[config.mk]
export PLATFORM = sky130hd
export DESIGN_NAME = ftdi_bus_arbiter_flat
export DESIGN_NICKNAME = d
export VERILOG_FILES = /design/src/rtl/ftdi_pkg.sv /design/src/rtl/ftdi_bus_arbiter_if.sv /design/src/rtl/ftdi_bus_arbiter_sync2.sv /design/src/rtl/ftdi_bus_arbiter.sv /design/src/flat_wrapper.sv
export SDC_FILE = /design/constraint.sdc
export NUM_CORES = 1
export LEC_CHECK = 0
export CAP_MARGIN = 20
export CORE_MARGIN = 8
export CORE_UTILIZATION = 50
export DETAILED_ROUTE_END_ITERATION = 12
export PLACE_DENSITY = 0.84
export SYNTH_ARGS = -nofsm -noshare
export SYNTH_HDL_FRONTEND = slang
export SYNTH_HIERARCHICAL = 1
export SYNTH_SLANG_ARGS = --single-unit
[constraint.sdc]
create_clock -name clock -period 2.3 [get_ports clock]
set_clock_uncertainty 0.05 [all_clocks]
set_input_delay 0.46 -clock clock [delete_from_list [all_inputs] [get_ports clock]]
set_output_delay 0.46 -clock clock [all_outputs]
set_load 0.05 [all_outputs]
[src/rtl/ftdi_pkg.sv]
// rtl/ftdi_pkg.sv - shared state type and default timing for the FTDI bus arbiter
package ftdi_pkg;

    localparam int RD_CYC_DEF    = 2;
    localparam int WR_CYC_DEF    = 2;
    localparam int RECOV_CYC_DEF = 3;
    localparam int CNT_W         = 8;

    typedef logic [CNT_W-1:0] cnt_t;

    typedef enum logic [2:0] {
        IDLE,
        RD_LOW,
        RD_REC,
        WR_SETUP,
        WR_LOW,
        WR_HOLD,
        TURN
    } state_t;

    // Terminal count for a phase lasting the given number of cycles.
    function automatic cnt_t last_cnt(input int cycles);
        return cnt_t'(cycles - 1);
    endfunction

endpackage

[src/rtl/ftdi_bus_arbiter_if.sv]
// rtl/ftdi_bus_arbiter_if.sv - rx/tx byte stream interface between arbiter and user logic
interface ftdi_bus_arbiter_if;

    logic [7:0] rx_data;
    logic       rx_valid;
    logic       rx_ready;
    logic [7:0] tx_data;
    logic       tx_valid;
    logic       tx_ready;

    modport master (
        output rx_data, rx_valid, tx_ready,
        input  rx_ready, tx_data, tx_valid
    );

    modport slave (
        input  rx_data, rx_valid, tx_ready,
        output rx_ready, tx_data, tx_valid
    );

endinterface

[src/rtl/ftdi_bus_arbiter_sync2.sv]
// rtl/ftdi_bus_arbiter_sync2.sv - two-flop synchronizer, resets to 1 (inactive FTDI flag)
module sync2 (
    input  logic clock,
    input  logic reset,
    input  logic d,
    output logic q
);

    logic meta;

    always_ff @(posedge clock) begin
        if (reset) begin
            meta <= 1'b1;
            q    <= 1'b1;
        end else begin
            meta <= d;
            q    <= meta;
        end
    end

endmodule

[src/rtl/ftdi_bus_arbiter.sv]
// rtl/ftdi_bus_arbiter.sv - FTDI FIFO read/write arbiter; FTDI_BYTE_COUNT_EN adds rd_count/wr_count
module ftdi_bus_arbiter
    import ftdi_pkg::*;
#(
    parameter int RD_CYC    = RD_CYC_DEF,
    parameter int WR_CYC    = WR_CYC_DEF,
    parameter int RECOV_CYC = RECOV_CYC_DEF
) (
    input  logic        clock,
    input  logic        reset,
    input  logic        en,
    input  logic        rxf_n,
    input  logic        txe_n,
    output logic        ftdi_rd_n,
    output logic        ftdi_wr_n,
    input  logic [7:0]  adbus_in,
    output logic [7:0]  adbus_out,
    output logic        adbus_oe,
`ifdef FTDI_BYTE_COUNT_EN
    output logic [15:0] rd_count,
    output logic [15:0] wr_count,
`endif
    ftdi_bus_arbiter_if.master strm
);

    state_t     state, state_nx;
    cnt_t       cnt, cnt_nx;
    logic       rxf_s, txe_s;
    logic       rx_full, tx_full;
    logic [7:0] rx_reg, tx_reg;
    logic       last_rd;
    logic       rd_req, wr_req, grant_rd, grant_wr;
    logic       capture, tx_done;

    sync2 u_sync_rxf (.clock(clock), .reset(reset), .d(rxf_n), .q(rxf_s));
    sync2 u_sync_txe (.clock(clock), .reset(reset), .d(txe_n), .q(txe_s));

    assign rd_req   = en & ~rx_full & ~rxf_s;
    assign wr_req   = en &  tx_full & ~txe_s;
    // On a tie the direction that was not served last wins.
    assign grant_rd = (state == IDLE) & rd_req & (~wr_req | ~last_rd);
    assign grant_wr = (state == IDLE) & wr_req & (~rd_req |  last_rd);
    assign capture  = (state == RD_LOW) & (cnt == last_cnt(RD_CYC));
    assign tx_done  = (state == WR_HOLD);

    always_ff @(posedge clock) begin
        if (reset) begin
            state <= IDLE;
            cnt   <= '0;
        end else begin
            state <= state_nx;
            cnt   <= cnt_nx;
        end
    end

    always_comb begin
        state_nx = state;
        cnt_nx   = cnt + cnt_t'(1);
        case (state)
            IDLE: begin
                cnt_nx = '0;
                if (grant_rd)      state_nx = RD_LOW;
                else if (grant_wr) state_nx = WR_SETUP;
            end
            RD_LOW: if (cnt == last_cnt(RD_CYC)) begin
                state_nx = RD_REC;
                cnt_nx   = '0;
            end
            RD_REC: if (cnt == last_cnt(RECOV_CYC)) begin
                state_nx = IDLE;
                cnt_nx   = '0;
            end
            WR_SETUP: begin
                state_nx = WR_LOW;
                cnt_nx   = '0;
            end
            WR_LOW: if (cnt == last_cnt(WR_CYC)) begin
                state_nx = WR_HOLD;
                cnt_nx   = '0;
            end
            WR_HOLD: begin
                state_nx = TURN;
                cnt_nx   = '0;
            end
            TURN: if (cnt == last_cnt(RECOV_CYC)) begin
                state_nx = IDLE;
                cnt_nx   = '0;
            end
            default: begin
                state_nx = IDLE;
                cnt_nx   = '0;
            end
        endcase
    end

    // Bus is driven only in write states, so it can never overlap a read strobe.
    always_comb begin
        ftdi_rd_n = 1'b1;
        ftdi_wr_n = 1'b1;
        adbus_oe  = 1'b0;
        case (state)
            RD_LOW:            ftdi_rd_n = 1'b0;
            WR_SETUP, WR_HOLD: adbus_oe  = 1'b1;
            WR_LOW: begin
                adbus_oe  = 1'b1;
                ftdi_wr_n = 1'b0;
            end
            default: ;
        endcase
    end

    assign adbus_out = adbus_oe ? tx_reg : 8'h00;

    always_ff @(posedge clock) begin
        if (reset) begin
            rx_full <= 1'b0;
            rx_reg  <= 8'h00;
            tx_full <= 1'b0;
            tx_reg  <= 8'h00;
            last_rd <= 1'b0;
        end else begin
            if (capture) begin
                rx_reg  <= adbus_in;
                rx_full <= 1'b1;
            end else if (rx_full & strm.rx_ready) begin
                rx_full <= 1'b0;
            end
            if (strm.tx_valid & strm.tx_ready) begin
                tx_reg  <= strm.tx_data;
                tx_full <= 1'b1;
            end else if (tx_done) begin
                tx_full <= 1'b0;
            end
            if (grant_rd)      last_rd <= 1'b1;
            else if (grant_wr) last_rd <= 1'b0;
        end
    end

    assign strm.rx_valid = rx_full;
    assign strm.rx_data  = rx_reg;
    assign strm.tx_ready = ~tx_full & ~reset;

`ifdef FTDI_BYTE_COUNT_EN
    always_ff @(posedge clock) begin
        if (reset) begin
            rd_count <= 16'h0000;
            wr_count <= 16'h0000;
        end else begin
            if (capture) rd_count <= rd_count + 16'd1;
            if (tx_done) wr_count <= wr_count + 16'd1;
        end
    end
`endif

endmodule

[src/flat_wrapper.sv]
// flat-port wrapper written by rule: the top's interface ports become plain ports
module ftdi_bus_arbiter_flat import ftdi_pkg::*;
#(
    parameter int RD_CYC    = RD_CYC_DEF,
    parameter int WR_CYC    = WR_CYC_DEF,
    parameter int RECOV_CYC = RECOV_CYC_DEF
)
  (clock, reset, en, rxf_n, txe_n, ftdi_rd_n, ftdi_wr_n, adbus_in, adbus_out, adbus_oe, strm_rx_data, strm_rx_valid, strm_tx_ready, strm_rx_ready, strm_tx_data, strm_tx_valid);
  ftdi_bus_arbiter_if strm_i ();
  input  logic clock;
  input  logic reset;
  input  logic en;
  input  logic rxf_n;
  input  logic txe_n;
  output logic ftdi_rd_n;
  output logic ftdi_wr_n;
  input  logic [7:0] adbus_in;
  output logic [7:0] adbus_out;
  output logic adbus_oe;
  output wire logic [$bits(strm_i.rx_data)-1:0] strm_rx_data;
  output wire logic [$bits(strm_i.rx_valid)-1:0] strm_rx_valid;
  output wire logic [$bits(strm_i.tx_ready)-1:0] strm_tx_ready;
  input wire logic [$bits(strm_i.rx_ready)-1:0] strm_rx_ready;
  input wire logic [$bits(strm_i.tx_data)-1:0] strm_tx_data;
  input wire logic [$bits(strm_i.tx_valid)-1:0] strm_tx_valid;
  assign strm_rx_data = strm_i.rx_data;
  assign strm_rx_valid = strm_i.rx_valid;
  assign strm_tx_ready = strm_i.tx_ready;
  assign strm_i.rx_ready = strm_rx_ready;
  assign strm_i.tx_data = strm_tx_data;
  assign strm_i.tx_valid = strm_tx_valid;
  ftdi_bus_arbiter #(.RD_CYC(RD_CYC), .WR_CYC(WR_CYC), .RECOV_CYC(RECOV_CYC)) u_core (.clock(clock), .reset(reset), .en(en), .rxf_n(rxf_n), .txe_n(txe_n), .ftdi_rd_n(ftdi_rd_n), .ftdi_wr_n(ftdi_wr_n), .adbus_in(adbus_in), .adbus_out(adbus_out), .adbus_oe(adbus_oe), .strm(strm_i));
endmodule
==> impl_summary.txt <==
----------------------------------------------------
[Run status]
  Run status ... completed

[Global routing]
  Met2 track demand over resource ... 25.5%
  Number of global-route vias before repair ... 1332
  Grt met3 use ... 4.10%
  Overflow left after global routing ... 0
  Total routing usage reported by global routing ... 14.2%
  Largest net degree at the start of global routing ... 28
  First-pass GRT wire length ... 5.75 mm
  Number of antenna violations at the first check in global routing ... 0
  Met1 track demand over resource ... 14.4%
  Most heavily used metal layer in global routing ... met2

[Min path]
  Hold depth ... 1
  Path class of the lowest-slack min-delay path ... register to register

[CTS]
  Max H-tree Level ... 2
  Total number of clock tree sinks ... 34
  Hold Buf Count CTS ... 0
  Clk slew on worst S/H paths ... 0.10 ns
  Buffer type at the clock tree root ... sky130_fd_sc_hd__clkbuf_4
  Latest clock arrival within the worst-skew pair ... 0.33 ns
  Clock tree from TritonCTS ... done
  Clock buffers created by TritonCTS ... 5
  Largest buffer count on any clock path ... 2
  Number of buffers added for setup after CTS ... 0

[Floorplan]
  Chip Width ... 70.7 um
  Die height ... 70.7 um
  Die outline area ... 0.00499 mm^2
  Number of ports placed on the die boundary ... 44
  Row count ... 20
  Initial Util ... 50.6%
  Core region area ... 0.00295 mm^2

[Place]
  Port buffer count ... 43
  Hpwl dp ... 2.52 mm
  Weighted congestion reported at the end of routability-driven placement ... 0.792

[Finish]
  Share of post-route cells with drive strength above 1 ... 14.0%
  Synth-to-layout area growth ... 32.5%
  Register cell area after layout ... 683 um^2
  Area occupied by multi-input gates ... 752 um^2
  Post-layout net count ... 240
  Most common library cell in the layout ignoring fill and taps ... sky130_fd_sc_hd__dfxtp_1
  Commonest cells after routing, fill and taps aside ... 32 x sky130_fd_sc_hd__dfxtp_1, 31 x sky130_fd_sc_hd__clkdlybuf4s50_1, 26 x sky130_fd_sc_hd__nand2_1, 24 x sky130_fd_sc_hd__nor2_1, 13 x sky130_fd_sc_hd__buf_4
  Filler cell count in the final layout ... 248
  Number of antenna diodes ... 0

[Timing]
  Final setup violation count ... 0
  Post-route clock period utilization ... 95.2%
  Transition time of the tightest slew-check pin ... 0.601 ns
  Final total negative setup slack ... 0 ns
  Maximum clock frequency ... 0.457 GHz
  Number of failing hold endpoints at the final stage ... 0
  Pins over their slew limit ... 0
  Relative slew slack ... 59.8%
  Minimum clock period after layout ... 2.19 ns
  Setup repair after global routing missed its margin ... false

[Setup path]
  R2R Path Start ... u_core/cnt[2]$_SDFF_PP0_
  Worst setup path start ... u_core/state[1]$_SDFFE_PP0P_
  Reg2Reg Setup Slack ... 0.61 ns
  Crit-path max cell delay ... 0.55 ns
  Critical path depth in cells ... 5
  Startpoint kind of the worst setup timing path ... register
  Total buffers and inverters traversed by the critical path ... 2
  Arrival time of data at the critical path endpoint ... 1.68 ns
  Most used cell along the critical path ... sky130_fd_sc_hd__buf_4
  Kind of cell adding the most delay to the critical path ... flip-flops
  Critical-path cell list ... nor2b_1, a21oi_1, buf_4, and2b_1, buf_4
  Maximum fanout along the worst path ... 10
  Crit Path Category ... register to output port
  CP Capture Point ... adbus_out[0]
  Standard cell with the maximum stage delay on the critical path ... sky130_fd_sc_hd__dfxtp_1
  Category of the worst setup path capture point ... output port
  Logic depth of the worst register-to-register path ... 5
  Reg-to-reg endpoint ... u_core/strm.rx_data[6]$_SDFFE_PP0P_
  CP required ... 1.79 ns

[Route]
  Via density per instance ... 5.05
  Initial drt markers ... 84
  DRC violations left ... 0
  Number of optimization iterations in the first detailed-route pass ... 4
  Detailed-route wire length ... 3.29 mm
  Overall via count from detail_route ... 1252
  Post-DR wirelength/cell ... 13.3 um
  Post-DRT Antenna Nets ... 0

[Synth]
  Dominant cell type by area after synthesis ... sky130_fd_sc_hd__dfxtp_1
  Cell types occupying the most area after synthesis ... sky130_fd_sc_hd__dfxtp_1 46%, sky130_fd_sc_hd__nand2_1 6.5%, sky130_fd_sc_hd__nor2_1 6.0%
  Seq cells post-synth ... 34
  Post-synth design cell area ... 0.00149 mm^2
  Top cell type's share of synthesized area ... 45.6%
  Number of distinct library cells after synthesis ... 33
  Mean area per synthesized cell ... 8.79 um^2
  Post-Synthesis Net Count ... 196
  Synthesized instance count ... 170
  Share of synthesized area occupied by flip-flops and latches ... 45.6%
  Warnings from Yosys ... 6

[Power and ir drop]
  P_sw ... 0.000507 W
  Cell internal pwr ... 0.000974 W
  Fraction of power spent switching nets ... 34.2%
  VDD IR-drop max ... 498 uV
  Clock Power Share ... 23.0%
  Power per cell area ... 748 mW/mm^2
  Standby leakage power ... 0.834 nW
  Sequential Power Share ... 47.1%
  Overall power after layout ... 0.00148 W
  Relative contribution of combinational cells to total power ... 29.9%

[Job]
  MaxCap Viol Count ... 0

----------------------------------------------------
-- power by group through the flow --
stage          Combinational [W]  Clock (W)  Sequential (W)
2_1_floorplan           0.000340          0        0.000692
3_3_place_gp            0.000433          0        0.000703
3_5_place_dp            0.000444          0        0.000708
4_1_cts                 0.000446   0.000357        0.000695
5_1_grt                 0.000484   0.000382        0.000706
6_report                0.000443   0.000340        0.000697
-- worst min-delay path by stage --
stage / start / to / slack, ns
floorplan: u_core/u_sync_rxf/meta$_SDFF_PP1_ / u_core/u_sync_rxf/q$_SDFF_PP1_ / 0.34
global placement: u_core/u_sync_rxf/meta$_SDFF_PP1_ / u_core/u_sync_rxf/q$_SDFF_PP1_ / 0.34
detailed placement: u_core/u_sync_txe/meta$_SDFF_PP1_ / u_core/u_sync_txe/q$_SDFF_PP1_ / 0.34
CTS: u_core/u_sync_txe/meta$_SDFF_PP1_ / u_core/u_sync_txe/q$_SDFF_PP1_ / 0.37
global route: u_core/u_sync_txe/meta$_SDFF_PP1_ / u_core/u_sync_txe/q$_SDFF_PP1_ / 0.39
finish: u_core/u_sync_txe/meta$_SDFF_PP1_ / u_core/u_sync_txe/q$_SDFF_PP1_ / 0.36
-- layout make-up --
class | instances | share of cell area [%]
inverters | 4 | 0.759
multi-input cells | 124 | 38.0
clock buffers | 7 | 2.78
repair buffers | 45 | 21.6
well taps | 33 | 2.09
clock inverters | 1 | 0.253
flip-flops and latches | 34 | 34.5
-- stage by stage --
stage	hold WS (ns)	util [%]	area, um^2	setup WS, ns	cells
after floorplan	0.335	-	1490	0.340	170
after global placement	0.338	64.9	1920	0.503	240
after detailed placement	0.345	64.9	1920	0.456	240
after CTS	0.368	66.9	1980	0.0556	248
after global routing	0.392	67.0	1980	0.0308	248
final	0.360	67.0	1980	0.111	248
-- cells by family after synthesis --
family / share of synthesized area [%]
simple gates: 27.0
flops: 45.6
compound gates: 9.80
buf+inv: 4.10
mux: 6.37
xor+xnor: 4.69
fa+ha+maj: 2.51
-- timing repair --
item / CTS / global route
endpoints found under the hold margin: 0 / 0
setup endpoints to repair: 0 / 6
gates resized for setup: 0 / 2
-- synthesized netlist by cell type (all sizes together) --
| library cell | number |
|---|---|
| a21oi | 12 |
| a31oi | 2 |
| and2 | 1 |
| and2b | 5 |
| and3 | 1 |
| buf | 4 |
| clkbuf | 4 |
| dfxtp | 34 |
| ha | 3 |
| inv | 4 |
| mux2 | 1 |
| mux2i | 8 |
| nand2 | 26 |
| nand2b | 3 |
| nand3 | 3 |
| nand4 | 1 |
| nor2 | 25 |
| nor2b | 9 |
| nor3 | 3 |
| nor4 | 1 |
| o211ai | 1 |
| o21ai | 4 |
| o2bb2ai | 1 |
| o32a | 1 |
| o32ai | 1 |
| or2 | 4 |
| xnor2 | 4 |
| xor2 | 4 |
-- metal layers --
| layer | part of all wire (%) | vias to the layer above |
|---|---|---|
| met3 | 5.4 | 6 |
| met4 | 1.9 | 0 |
| met1 | 41 | 571 |
| li1 | - | 640 |
| met2 | 52 | 35 |
| met5 | 0 | - |
No activity file was read; power rests on OpenSTA's default activity.
